`src/rtl/de_pipeline_controller.sv`:
```
// Purpose: decode/execute pipeline sequencer (stall, flush, bubble, CALL/RET/INT stack phases).
// Latency: 1 cycle from a taken branch to the first flush; load-use stall is combinational, same cycle.
// Backpressure: holds PC/FD via pc_stall/fd_stall; a branch aborts any sequence, interrupts wait for a clean IDLE.
module de_pipeline_controller #(
  parameter int FLUSH_CYCLES = 2,
  parameter int REG_W        = 3
) (
  input  logic             clk,
  input  logic             reset,
  input  logic             dec_call,
  input  logic             dec_ret,
  input  logic [REG_W-1:0] dec_src1,
  input  logic [REG_W-1:0] dec_src2,
  input  logic             dec_use1,
  input  logic             dec_use2,
  input  logic             ex_mr,
  input  logic [REG_W-1:0] ex_rd,
  input  logic             ex_branch_taken,
  input  logic             intr_req,
  output logic             pc_stall,
  output logic             fd_stall,
  output logic             fd_flush,
  output logic             de_bubble,
  output logic [1:0]       flash_num,
  output logic [1:0]       first_time_call,
  output logic [1:0]       first_time_ret,
  output logic [1:0]       first_time_int,
  output logic [1:0]       enable_push_pop,
  output logic             int_ack,
  output logic             busy
);

  typedef enum logic [3:0] {
    IDLE, CALL_HI, CALL_LO, RET_HI, RET_LO, RET_WAIT, INT_FLAGS, INT_HI, INT_LO
  } state_t;

  localparam logic [1:0] FLUSH_LD = 2'(FLUSH_CYCLES);
  localparam logic [1:0] PP_NONE  = 2'b00;
  localparam logic [1:0] PP_PUSH  = 2'b01;
  localparam logic [1:0] PP_POP   = 2'b10;

  state_t     state_q, state_d;
  logic [1:0] flush_q, flush_d;
  logic       pend_q, pend_d;
  logic       ack_d;
  logic       load_use_c;
  logic       hazard;
  logic       flush_idle;

  // Moore outputs, registered from the decode of the next state
  logic       mo_stall_q, mo_stall_d;
  logic       mo_bubble_q, mo_bubble_d;
  logic [1:0] ftc_q, ftc_d;
  logic [1:0] ftr_q, ftr_d;
  logic [1:0] fti_q, fti_d;
  logic [1:0] epp_q, epp_d;

  assign hazard     = ex_mr & ((dec_use1 & (dec_src1 == ex_rd)) |
                               (dec_use2 & (dec_src2 == ex_rd)));
  assign flush_idle = (flush_q == 2'd0);

  // Next state, flush counter and pending-interrupt bit; branch is the oldest event and wins
  always_comb begin
    state_d    = state_q;
    flush_d    = flush_idle ? 2'd0 : flush_q - 2'd1;
    pend_d     = pend_q | intr_req;
    ack_d      = 1'b0;
    load_use_c = 1'b0;
    if (ex_branch_taken) begin
      flush_d = FLUSH_LD;
      state_d = IDLE;
      // an aborted interrupt sequence must be replayed once the flush drains
      if (state_q == INT_FLAGS || state_q == INT_HI || state_q == INT_LO) pend_d = 1'b1;
    end else begin
      case (state_q)
        IDLE: begin
          // the decode slot is invalid while a flush is in progress
          if (flush_idle) begin
            if (pend_q) begin
              state_d = INT_FLAGS;
              ack_d   = 1'b1;
              pend_d  = 1'b0;
            end else if (dec_call) begin
              state_d = CALL_HI;
            end else if (dec_ret) begin
              state_d = RET_HI;
            end else if (hazard) begin
              load_use_c = 1'b1;
            end
          end
        end
        CALL_HI:   state_d = CALL_LO;
        CALL_LO:   state_d = IDLE;
        RET_HI:    state_d = RET_LO;
        RET_LO:    state_d = RET_WAIT;
        RET_WAIT:  state_d = IDLE;
        INT_FLAGS: state_d = INT_HI;
        INT_HI:    state_d = INT_LO;
        INT_LO:    state_d = IDLE;
        default:   state_d = IDLE;
      endcase
    end
  end

  // Phase decode of the next state; the final phase of each sequence lets its op flow through the pipe
  always_comb begin
    mo_stall_d  = 1'b1;
    mo_bubble_d = 1'b1;
    ftc_d       = 2'b00;
    ftr_d       = 2'b00;
    fti_d       = 2'b00;
    epp_d       = PP_NONE;
    case (state_d)
      CALL_HI:   begin ftc_d = 2'b01; epp_d = PP_PUSH; end
      CALL_LO:   begin ftc_d = 2'b10; epp_d = PP_PUSH; mo_bubble_d = 1'b0; end
      RET_HI:    begin ftr_d = 2'b01; epp_d = PP_POP;  end
      RET_LO:    begin ftr_d = 2'b10; epp_d = PP_POP;  end
      RET_WAIT:  begin ftr_d = 2'b11; mo_bubble_d = 1'b0; end
      INT_FLAGS: begin fti_d = 2'b01; epp_d = PP_PUSH; end
      INT_HI:    begin fti_d = 2'b10; epp_d = PP_PUSH; end
      INT_LO:    begin fti_d = 2'b11; epp_d = PP_PUSH; mo_bubble_d = 1'b0; end
      default:   begin mo_stall_d = 1'b0; mo_bubble_d = 1'b0; end
    endcase
  end

  // Controller state and registered outputs
  always_ff @(posedge clk or negedge reset) begin
    if (!reset) begin
      state_q     <= IDLE;
      flush_q     <= 2'd0;
      pend_q      <= 1'b0;
      int_ack     <= 1'b0;
      mo_stall_q  <= 1'b0;
      mo_bubble_q <= 1'b0;
      ftc_q       <= 2'b00;
      ftr_q       <= 2'b00;
      fti_q       <= 2'b00;
      epp_q       <= PP_NONE;
    end else begin
      state_q     <= state_d;
      flush_q     <= flush_d;
      pend_q      <= pend_d;
      int_ack     <= ack_d;
      mo_stall_q  <= mo_stall_d;
      mo_bubble_q <= mo_bubble_d;
      ftc_q       <= ftc_d;
      ftr_q       <= ftr_d;
      fti_q       <= fti_d;
      epp_q       <= epp_d;
    end
  end

  // The load-use stall is the only combinational path; mask it so reset forces every output low
  logic load_use;
  assign load_use        = load_use_c & reset;

  assign pc_stall        = mo_stall_q | load_use;
  assign fd_stall        = mo_stall_q | load_use;
  assign fd_flush        = !flush_idle;
  assign de_bubble       = mo_bubble_q | !flush_idle | load_use;
  assign flash_num       = flush_q;
  assign first_time_call = ftc_q;
  assign first_time_ret  = ftr_q;
  assign first_time_int  = fti_q;
  assign enable_push_pop = epp_q;
  assign busy            = (state_q != IDLE) | !flush_idle;

endmodule

```
`config.mk`:
```
export PLATFORM = sky130hd
export DESIGN_NAME = de_pipeline_controller
export DESIGN_NICKNAME = d
export VERILOG_FILES = /design/src/rtl/de_pipeline_controller.sv
export SDC_FILE = /design/constraint.sdc
export NUM_CORES = 1
export LEC_CHECK = 0
export BUFFER_PORTS_ARGS = -buffer_cell sky130_fd_sc_hd__clkbuf_2
export CAP_MARGIN = 40
export CORE_ASPECT_RATIO = 1.5
export CORE_MARGIN = 5
export CORE_UTILIZATION = 47
export DETAILED_ROUTE_END_ITERATION = 10
export PLACE_DENSITY = 0.76
export SYNTH_ARGS = -nofsm -noshare
export SYNTH_HDL_FRONTEND = slang
export SYNTH_SLANG_ARGS = --single-unit
```
`constraint.sdc`:
```
create_clock -name clk -period 2.5 [get_ports clk]
set_clock_uncertainty 0.1 [all_clocks]
set_input_delay 0.125 -clock clk [delete_from_list [all_inputs] [get_ports clk]]
set_output_delay 0.125 -clock clk [all_outputs]
set_load 0.01 [all_outputs]
```
; After elaboration in Yosys (flattened, before gate mapping)
; Index checks and enable logic that the tools add are counted.
; Widths: inputs -> output; s select.
[totals]
ff_bits = 18
output_inout_bits = 16
[classes]
mux = 30
add_sub_neg = 1
n_reduce_logical = 10
n_eq_ne = 16
bitwise = 10
[op_table]
columns = operator, n
row1 = $eq 4x3->1 const B, 7
row2 = $pmux 4 s6, 1
row3 = $mux 4, 5
row4 = $mux 1, 18
row5 = $eq 4x2->1 const B, 3
row6 = $pmux 2 s3, 2
row7 = $reduce_or 5->1, 2
row8 = $eq 4x1->1 const B, 2
row9 = $eq 4x4->1 const B, 2
row10 = $pmux 2 s2, 2
row11 = $reduce_or 8->1, 1
row12 = $eq 3x3->1, 2
row13 = $or 1x1->1, 6
row14 = $and 1x1->1, 4
row15 = $logic_not 4->1, 1
row16 = $mux 2, 2
row17 = $reduce_bool 4->1, 1
row18 = $logic_not 2->1, 1
row19 = $logic_or 1x1->1, 2
row20 = $reduce_or 2->1, 1
row21 = $sub 2x1->2 const B, 1
row22 = $logic_not 1->1, 1

; Logic depth before layout (Yosys ltp)
[depth]
ltp_word = 13
depth_mapped = 7

; Worst setup path before layout
; No wires, ideal clock.
[synth_timing]
kind = flip-flop to output port
start = reg state_q[1]
end = out pc_stall
setup_slack_ns = 0.522
arrival_time_ns = 1.753
t_required_ns = 2.275
path_stages_with_launch = 8
path_cell_list = dfrtp_1 buf_6 nor3_4 nand3b_2 or4_1 a21oi_1 or2_1 buf_4
[synth_via]
elab_chain_len = 5
[synth_lines]
columns = item, line
row1 = "start, declared", 42  ; state_t state_q, state_d;
row2 = "start signal, assigned", 140  ; state_q <= state_d;
row3 = $logic_not 4->1, 75  ; case (state_q)
row4 = $mux 1, 75
row5 = $mux 1, 69  ; if (ex_branch_taken) begin
row6 = $and 1x1->1, 155  ; assign load_use = load_use_c & reset;
row7 = $or 1x1->1, --
row8 = "end, declared", 20  ; output logic pc_stall,
; No other way between the ends.

; Final worst setup path
[layout_timing]
start = reg state_q[1]
end = out fd_stall
[layout_via]
elab_chain_len = 5
[layout_lines]
columns = item, line
row1 = $logic_not 4->1, 75
row2 = $mux 1, 75
row3 = $mux 1, 69
row4 = $and 1x1->1, 155
row5 = $or 1x1->1, 158  ; assign fd_stall = mo_stall_q | load_use;
row6 = "end, declared", 21  ; output logic fd_stall,
; No other way between the ends.

==> impl_metrics.env <==
export IMPL_status="finished clean"
export IMPL_drc=0
export IMPL_ioPinCount=34
export IMPL_cts_htree_levels=1
export IMPL_slew_violations=0
export IMPL_ys_async_sr_fraction=1.00
export IMPL_gr_total_overflow=0
export IMPL_clock_sinks=18
export IMPL_min_period_ns=2.31
export IMPL_synth_edf_count=0
export IMPL_crit_buf_inv=1
export IMPL_worstHoldPathCells=4
export IMPL_dieArea_um2=3000
export IMPL_crit_family="simple AND/OR/NAND/NOR gates"
export IMPL_fmax_ghz=0.432
export IMPL_fp_dieH_um=64.6
export IMPL_final_setup_viol_count=0
export IMPL_grt_pass1_vias=848
export IMPL_crit_fanout=9
export IMPL_vias=822
export IMPL_routed_wirelength_um=2100
export IMPL_avgSynthCellArea_um2=10.0
export IMPL_synth_top_cell_area_share=0.483
export IMPL_synth_nets=111
export IMPL_post_synth_top_count_cell="dfrtp_1"
export IMPL_grt_max_degree=19
export IMPL_ys_warn_count=0
export IMPL_p_per_area_nw_per_um2=631
export IMPL_worstMarginPinSlew_ns=0.484
export IMPL_postSynthCellCount=93
export IMPL_path_depth=6
export IMPL_ys_ff_latch=18
export IMPL_std_cell_rows=19
export IMPL_yosys_top_cells_count="dfrtp_1 (18), nor2_1 (11), nand2_1 (6), xnor2_1 (6), inv_1 (5)"
export IMPL_timing_final_crit_share=0.926
export IMPL_grtUsageTotal=0.151
export IMPL_fill_cells=165
export IMPL_coreArea_um2=1850
export IMPL_peakVddDrop_uv=426
export IMPL_final_cells=152
export IMPL_portBuffers=33
export IMPL_diodes=0
export IMPL_drtIter0Drc=11
export IMPL_p_total_w=0.000735
export IMPL_worstPathRequired_ns=2.28
export IMPL_yosysSeqAreaShare=0.483
export IMPL_nets=151
export IMPL_max_stage_delay_ns=0.50
export IMPL_vias_per_cell=5.41
export IMPL_syn_area_um2=933
export IMPL_worstPathArrival_ns=2.09
export IMPL_antenna_found_initial=0
export IMPL_p_leak_nw=0.600
export IMPL_grt_pass1_wl_um=3350
export IMPL_finalHoldViolCount=0
export IMPL_rsz0062_at_grt="false"
export IMPL_ys_flop_type="dfrtp_1"
export IMPL_path_cells="nor3_4, nand3b_2, or4_1, a21oi_1, or2_1, clkbuf_2"
export IMPL_clockRootBuffer="clkbuf_4"
export IMPL_start_util=0.503
export IMPL_max_clock_path_buffers=2
export IMPL_critPathKind="reg2out"
export IMPL_place_hpwl_um=1770
export IMPL_chipWidth_um=46.4
export IMPL_clock_latency_ns=0.28
export IMPL_clkTransAtPathRegs_ns=0.09
export IMPL_drtAntennaViolNets=0
export IMPL_maxCapViolCount=0
export IMPL_wl_per_cell_um=13.8
export IMPL_first_pass_iters=3
export IMPL_placed_cells=146
export IMPL_netlist_cell_type_count=35
export IMPL_tritoncts="built"
export IMPL_endpoint_kind="output pin"
export IMPL_ys_top_cells_by_area="dfrtp_1 (48%), xnor2_1 (5.6%), nor2_1 (4.4%)"
export IMPL_drive_above_1_share=0.336
export IMPL_place_congestion=0.807
export IMPL_worst_path_max_delay_cell="dfrtp_1"
export IMPL_worst_r2r_cell_count=5
export IMPL_yosysTopAreaCell="dfrtp_1"
export IMPL_hold_class="in2reg"
export IMPL_synthToLayoutAreaGrowth_pct=24.9
export IMPL_cts_buffers=3
export IMPL_crit_path_start_kind="register"
export IMPL_finalSetupTns_ns=0
export IMPL_relSlewSlack=0.677
power breakdown:
group | internal (W) | total, W | switching [W]
sequential | 0.000328 | 0.000359 | 0.0000309
combinational | 0.000109 | 0.000243 | 0.000134
clock | 0.0000560 | 0.000134 | 0.0000778
total | 0.000492 | 0.000735 | 0.000243
what timing repair did:
item,CTS,global route
hold endpoints to repair,20,0
gates resized for setup,0,0
setup buffers,0,0
hold buffers,3,0
flip-flops by register name (all words and copies together), names as in the netlist, 2 cells and up:
| name | flops |
|---|---|
| state_q | 4 |
| first_time_call | 2 |
| enable_push_pop | 2 |
| first_time_int | 2 |
| flash_num | 2 |
| first_time_ret | 2 |
tightest hold or removal path: stages:
cell and delay, ns:
clkbuf_2 0.11, o21ba_2 0.15, nand3_1 0.10, nor2_1 0.09
per-stage QoR:
step / utilization / setup slack [ns] / cell area, µm² / hold WS (ns)
6_report: 0.629 / 0.186 / 1170 / 0.227
3_5_place_dp: 0.601 / 0.472 / 1110 / 0.0393
2_1_floorplan: - / 0.522 / 933 / -0.271
5_1_grt: 0.629 / 0.0432 / 1170 / 0.220
4_1_cts: 0.629 / 0.148 / 1170 / 0.209
3_3_place_gp: 0.601 / 0.523 / 1110 / 0.0282
cell type report:
cell class                      count  area (µm²)  share of cell area
Tap cell                           21        26.3              0.0225
Timing Repair Buffer               37         203               0.174
Inverter                            6        22.5              0.0193
Clock buffer                        3        22.5              0.0193
Sequential cell                    18         450               0.386
Multi-Input combinational cell     67         442               0.379
logic make-up after synthesis:
logic type,Yosys count,synth area share
multiplexers,1,0.0121
AO/OA/AOI/OAI,20,0.162
XOR/XNOR,7,0.0657
AND/OR/NAND/NOR,39,0.233
flip-flops,18,0.483
buffers and inverters,8,0.0442
routing by layer:
layer	vias to the layer above	part of all wire	GRT usage
met5	-	0	0
met1	388	0.37	0.147
met3	5	0.072	0.0305
li1	403	-	-
met4	0	0.016	0.0641
met2	26	0.54	0.284
placed cells by master, fill, tap and decap left out, types with 3 or more instances in the layout:
cell type | synthesis | final
nor2_1 | 11 | 11
o21ba_2 | 3 | 3
o21ai_0 | 4 | 4
dfrtp_1 | 18 | 18
and2_1 | 3 | 3
clkbuf_2 | 0 | 33
xnor2_1 | 6 | 6
inv_1 | 5 | 5
clkbuf_4 | 0 | 3
o21ai_1 | 3 | 3
dlygate4sd3_1 | 0 | 3
nand2_1 | 6 | 6
path summary, 6_finish.rpt:
path	endpoint	start	slack, ns
max in group asynchronous	flash_num[0]	reset	1.84
worst min-delay path	first_time_call[0]	dec_ret	0.23
worst max-delay path	fd_stall	state_q[1]	0.19
worst min register to register	flash_num[0]	flash_num[0]	0.42
min in group asynchronous	pend_q	reset	0.27
worst max register to register	mo_bubble_q	state_q[1]	0.60
Power figures use the tool's default switching activity.
